### src/rtl/uart_tx_frame_module.sv
// uart_tx_frame_module: UART transmit framer (start, LSB-first data, optional parity, stop)
// stepped by one-cycle Baudclk pulses from an external baud-rate generator.
module uart_tx_frame_module #(
  parameter int DATA_BITS = 8,
  parameter int STOP_BITS = 1
) (
  input  logic                 CLK,
  input  logic                 RSTn,
  input  logic                 Tx_Req,
  input  logic [DATA_BITS-1:0] Tx_Data,
  input  logic [1:0]           Check,
  input  logic                 Baudclk,
  output logic                 Baud_En,
  output logic                 Txd,
  output logic                 Busy,
  output logic                 Done
);
  typedef enum logic [2:0] {IDLE, START, DATA, PARITY, STOP} state_t;
  state_t r_state, w_state;
  logic [DATA_BITS-1:0] r_shift, w_shift;
  logic [2:0] r_bcnt, w_bcnt;
  logic r_scnt, w_scnt;
  logic r_par_en, w_par_en, r_par, w_par;
  logic r_txd, w_txd, r_baud_en, w_baud_en, r_busy, w_busy, r_done, w_done;
  logic w_last_data, w_last_stop;
  assign w_last_data = r_bcnt == 3'(DATA_BITS - 1);
  assign w_last_stop = r_scnt == 1'(STOP_BITS - 1);
  assign Txd = r_txd;
  assign Baud_En = r_baud_en;
  assign Busy = r_busy;
  assign Done = r_done;
  always_ff @(posedge CLK or negedge RSTn) begin
    if (!RSTn) begin
      r_state <= IDLE;
      r_shift <= '0;
      r_bcnt <= '0;
      r_scnt <= 1'b0;
      r_par_en <= 1'b0;
      r_par <= 1'b0;
      r_txd <= 1'b1;
      r_baud_en <= 1'b0;
      r_busy <= 1'b0;
      r_done <= 1'b0;
    end else begin
      r_state <= w_state;
      r_shift <= w_shift;
      r_bcnt <= w_bcnt;
      r_scnt <= w_scnt;
      r_par_en <= w_par_en;
      r_par <= w_par;
      r_txd <= w_txd;
      r_baud_en <= w_baud_en;
      r_busy <= w_busy;
      r_done <= w_done;
    end
  end
  // Parity is resolved at acceptance so later Tx_Data/Check changes cannot reach the frame.
  always_comb begin
    w_state = r_state;
    w_shift = r_shift;
    w_bcnt = r_bcnt;
    w_scnt = r_scnt;
    w_par_en = r_par_en;
    w_par = r_par;
    w_txd = r_txd;
    w_baud_en = r_baud_en;
    w_busy = r_busy;
    w_done = 1'b0;
    case (r_state)
      IDLE: if (Tx_Req) begin
        w_state = START;
        w_shift = Tx_Data;
        w_par_en = Check[0] ^ Check[1];
        w_par = Check[0] ? ~^Tx_Data : ^Tx_Data;
        w_txd = 1'b0;
        w_baud_en = 1'b1;
        w_busy = 1'b1;
      end
      START: if (Baudclk) begin
        w_state = DATA;
        w_txd = r_shift[0];
      end
      DATA: if (Baudclk) begin
        w_shift = r_shift >> 1;
        w_bcnt = w_last_data ? 3'd0 : r_bcnt + 3'd1;
        w_state = w_last_data ? (r_par_en ? PARITY : STOP) : DATA;
        w_txd = w_last_data ? (r_par_en ? r_par : 1'b1) : r_shift[1];
      end
      PARITY: if (Baudclk) begin
        w_state = STOP;
        w_txd = 1'b1;
      end
      STOP: if (Baudclk) begin
        w_scnt = w_last_stop ? 1'b0 : r_scnt + 1'b1;
        if (w_last_stop) begin
          w_state = IDLE;
          w_baud_en = 1'b0;
          w_busy = 1'b0;
          w_done = 1'b1;
        end
      end
      default: w_state = IDLE;
    endcase
  end
endmodule

### config.mk
export PLATFORM = sky130hd
export DESIGN_NAME = uart_tx_frame_module
export DESIGN_NICKNAME = d
export VERILOG_FILES = /design/src/rtl/uart_tx_frame_module.sv
export SDC_FILE = /design/constraint.sdc
export NUM_CORES = 1
export LEC_CHECK = 0
export CORE_ASPECT_RATIO = 0.75
export CORE_UTILIZATION = 45
export CTS_CLUSTER_DIAMETER = 30
export CTS_CLUSTER_SIZE = 24
export DETAILED_ROUTE_END_ITERATION = 16
export GPL_TIMING_DRIVEN = 0
export PLACE_DENSITY = 0.7
export SLEW_MARGIN = 20
export SYNTH_ARGS = -nofsm -noshare
export SYNTH_HDL_FRONTEND = slang
export SYNTH_SLANG_ARGS = --single-unit
export TNS_END_PERCENT = 30
### constraint.sdc
create_clock -name CLK -period 1.85 [get_ports CLK]
set_input_delay 0.185 -clock CLK [delete_from_list [all_inputs] [get_ports CLK]]
set_output_delay 0.185 -clock CLK [all_outputs]
set_load 0.02 [all_outputs]
======== Word-level counts from Yosys, hierarchy flattened ========
Index checks and enable logic that the tools add are counted.
operators by class
  $add $sub $neg .......................... 2
  equal/unequal tests ..................... 11
  muxes and demuxes ....................... 29
  bitwise operators ....................... 1
  reductions and logical operators ........ 13
operators with widths
  kind                 number
  $mux 3               9
  $mux 8               2
  $pmux 8 s2           1
  $pmux 3 s5           1
  $mux 1               14
  $ne 2x2->1 const B   6
  $reduce_xnor 8->1    1
  $reduce_xor 8->1     1
  $eq 3x2->1 const B   2
  $eq 3x3->1 const B   2
  $reduce_and 2->1     3
  $reduce_and 6->1     1
  $reduce_and 5->1     1
  $pmux 1 s4           1
  $reduce_and 4->1     1
  $reduce_bool 2->1    2
  $reduce_bool 4->1    1
  $add 3x1->3 const B  1
  $eq 3x1->1 const B   1
  $logic_not 3->1      1
  $reduce_and 3->1     1
  $pmux 1 s2           1
  $add 1x1->1 const B  1
  $xor 1x1->1          1
storage, ports and cells
  flip-flop bits (word level) ............. 20
  input port bits ......................... 14
  output and inout bits ................... 4
  logic and storage cells ................. 65

======== Depth between registers and ports, before layout ========
  depth in word-level cells ............... 4
  gate-level depth with buffers ........... 6
  gate-level depth less buffers ........... 6

======== Worst setup path after synthesis ========
OpenSTA, ideal clock, no wires.
  path type ............................... register -> register
  start ................................... register r_state[1]
  end ..................................... register r_bcnt[1]
  setup time .............................. 0.125 ns
  arrival ................................. 1.228 ns
  data required time ...................... 1.725 ns
  path slack .............................. 0.497 ns
  stages on the path, launching flop included .. 6
  path buffers ............................ 2
  period minus slack after synthesis ...... 1.353 ns
  path through ............................ dfrtp_1 -> buf_4 -> nor3b_2 -> buf_4 -> nand2_2 -> mux2_2
on the way
  cells in the longest elaborated chain, start to end .. 2
ends and longest elaborated chain
  what                               RTL line  RTL
  start: declaration                 19        state_t r_state, w_state;
  start signal: assignment           45        r_state <= w_state;
  $eq 3x2->1                         69        case (r_state)
  $reduce_and 2->1 (no source line)  n/a
  end signal: assignment             47        r_bcnt <= w_bcnt;
  end: declaration                   21        logic [2:0] r_bcnt, w_bcnt;
Every way passes these cells.
A chain may end at the register's enable or synchronous reset.

======== Worst setup path in the final report ========
  start ................................... register r_txd (netlist: Txd)
  end ..................................... output Txd
RTL lines
  what                      RTL line  RTL
  start: declaration        24        logic r_txd, w_txd, r_baud_en, w_baud_en, r_busy, w_busy, r_done, w_done;
  start signal: assignment  51        r_txd <= w_txd;
  end: declaration          14        output logic Txd,
No word-level cell between the ends.

==> impl_metrics.json <==
{
  "nFillCells": 179,
  "wl_um": 1940,
  "synthMuxAreaShare_pct": 10.3,
  "cts_htree_levels": 1,
  "synth_compound_area_share_pct": 13.7,
  "slowest_stage": "clkdlybuf4s50_1",
  "seq_area_frac_synth_pct": 45.4,
  "synth_edf_count": 0,
  "final_area_um2": 1270,
  "slew_headroom_pct": 41.0,
  "ant_nets": 0,
  "place_congestion": 0.835,
  "post-route-util_pct": 60.2,
  "antennaDiodeCount": 0,
  "fin_crit_ns": 1.63,
  "outcome": "finished with violations",
  "fmax_ghz": 0.615,
  "die_x_um": 57.8,
  "p_comb_share_pct": 49.1,
  "clock_path_buffers": 2,
  "drtIter0Drc": 14,
  "p_sw_uw": 683,
  "yosys.area_share.simple_pct": 13.9,
  "drt_first_pass_iters": 11,
  "layout.cells.non_filler": 143,
  "cp_max_fo": 3,
  "cts_buffers": 3,
  "postPlaceCellArea_um2": 1240,
  "yosys.area_share.adder_pct": 2.38,
  "critPathKind": "reg2out",
  "num_vias": 754,
  "nNetsFinal": 136,
  "power_density_nw_per_um2": 1440,
  "synth.distinct_cells": 37,
  "path_buf_inv": 1,
  "worstPathArrival_ns": 1.44,
  "grt-ovfl-total": 0,
  "grt_max_degree": 20,
  "clock_latency_ns": 0.30,
  "synth_area_um2": 1050,
  "setup_viol": 0,
  "grt_antenna_before_repair": 0,
  "cts.sinks": 19,
  "leakagePower_uw": 0.000555,
  "violations": "design-rule violations",
  "syn_area_per_cell_um2": 10.6,
  "pwr-share-seq_pct": 39.2,
  "first_global_vias": 730,
  "area_growth_pct": 20.6,
  "postCtsSetupBuffers": 0,
  "grt_first_pass_wirelength_um": 3330,
  "crit_path_end_kind": "primary output",
  "startpoint_type": "flop",
  "post-route-period-util_pct": 87.8,
  "die_area_um2": 2530,
  "yosys_warnings": 0,
  "skew_ns": 0.00510,
  "tns_ns": 0,
  "hold_buffers": 0,
  "path_cells": "clkdlybuf4s50_1",
  "drive_gt1_share_pct": 16.8,
  "rsz0062_at_grt": "no",
  "synth_top_family_by_area": "simple AND/OR/NAND/NOR gates",
  "p_clk_share_pct": 11.7,
  "vdd_drop_max_uv": 789,
  "clock_tree.root_cell": "clkbuf_4",
  "io_buffers": 16,
  "post_cts_resized": 0,
  "io_pins": 18,
  "hold_violations": 0,
  "core_area_um2": 2100,
  "start_util_pct": 49.9,
  "dpl.cell_count": 139,
  "synth_xor_area_share_pct": 7.99,
  "maxSlewViolCount": 0,
  "drc_errors": 1,
  "die_y_um": 43.8,
  "synthFlopType": "dfrtp_1",
  "dp_hpwl_um": 1430,
  "critical_path.max_stage_delay_ns": 0.59,
  "clkTransAtPathRegs_ns": 0.11,
  "ys_ff_latch": 19,
  "tightest_slew_ns": 0.882,
  "viasPerCell": 5.27,
  "track_usage_pct": 18.5,
  "cts_tree": "yes",
  "switching_share_pct": 37.5,
  "hp-class": "in2reg",
  "maxCapViolations": 0,
  "synth_nets": 115,
  "async_reset_ff_share_pct": 100,
  "synth_cells": 99,
  "p_int_uw": 1140,
  "worstPathRequired_ns": 1.66,
  "cp_top_family": "buffers and inverters",
  "drt-wirelength-per-cell_um": 13.6,
  "rows": 14
}
[final timing paths]
check / slack, ns / endpoint / depth (start not counted) / startpoint
hold / removal: 0.21 / r_state[2] / 2 / Baudclk
hold reg to reg: 0.49 / r_shift[2] / 2 / r_shift[2]
max in group asynchronous: 0.93 / r_shift[2] / 1 / RSTn
min in group asynchronous: 0.38 / r_shift[7] / 1 / RSTn
setup / recovery: 0.22 / Txd / 1 / Txd
setup reg to reg: 0.33 / r_par / 3 / r_state[2]
[routing by layer]
layer / GRT usage [%] / share of wire (%) / up-vias
met1: 24.7 / 51 / 347
met5: 0 / 0 / -
met2: 27.7 / 43 / 18
li1: - / - / 387
met3: 6.57 / 4.7 / 2
met4: 7.14 / 1.0 / 0
[final cells by class]
cell class | instances | area, um2 | area share, %
plain buffers | 7 | 47.5 | 3.75
clock buffers | 4 | 26.3 | 2.08
inverters | 5 | 18.8 | 1.48
multi-input cells | 68 | 507 | 40.0
flip-flops and latches | 19 | 477 | 37.6
well taps | 24 | 30.0 | 2.37
repair buffers | 16 | 160 | 12.6
[kinds of logic after synthesis]
| group | count (synthesis) |
|---|---|
| and+or+nand+nor | 26 |
| AOI/OAI and AO/OA | 22 |
| DFF | 19 |
| buffers and inverters | 12 |
| muxes | 10 |
| xor gates and xnor gates | 8 |
| adders and majority gates | 2 |
[power by group through the flow]
| stage | clock, uW | sequential [uW] | combinational, uW |
|---|---|---|---|
| 2_1_floorplan | 0 | 727 | 662 |
| 3_3_place_gp | 0 | 717 | 877 |
| 3_5_place_dp | 0 | 726 | 903 |
| 4_1_cts | 228 | 717 | 905 |
| 5_1_grt | 245 | 745 | 999 |
| 6_report | 213 | 715 | 896 |
[synthesized netlist by cell type, drive strengths merged, types with 2 or more instances]
library cell	number	area share, %
mux2	3	3.6
a221oi	2	1.7
nor2	2	0.72
a21oi	5	2.4
dfrtp	18	43
xnor2	6	5.0
nand2	13	4.9
mux2i	7	6.7
buf	6	4.2
nor3b	3	2.6
inv	5	1.8
o21ai	10	5.8
nor3	2	1.4
ha	2	2.4
[stage by stage]
stage               hold WS (ns)  power [uW]  worst slack (ns)
finish                     0.214        1820             0.225
global route               0.210        1990             0.107
CTS                        0.196        1850             0.199
detailed placement         0.470        1630             0.109
global placement           0.462        1590             0.106
floorplan                 -0.111        1390             0.497
[state kept, by name (all words and copies together) (netlist names)]
register,cells
r_shift,8
r_par_en,1
r_bcnt,3
Txd,1
Done,1
r_par,1
Busy,1
r_state,3
[cell usage in the layout (no fill, tap or decap), drive strengths merged, types with 2 or more instances in the layout]
| cell type | n |
|---|---|
| o21ai | 10 |
| mux2i | 7 |
| a21oi | 5 |
| inv | 5 |
| clkbuf | 5 |
| nand2 | 13 |
| clkdlybuf4s50 | 16 |
| nor3b | 3 |
| xnor2 | 6 |
| mux2 | 3 |
| nor3 | 2 |
| a221oi | 2 |
| buf | 6 |
| nor2 | 2 |
| ha | 2 |
| dfrtp | 18 |
(Power assumes the default switching activity.)
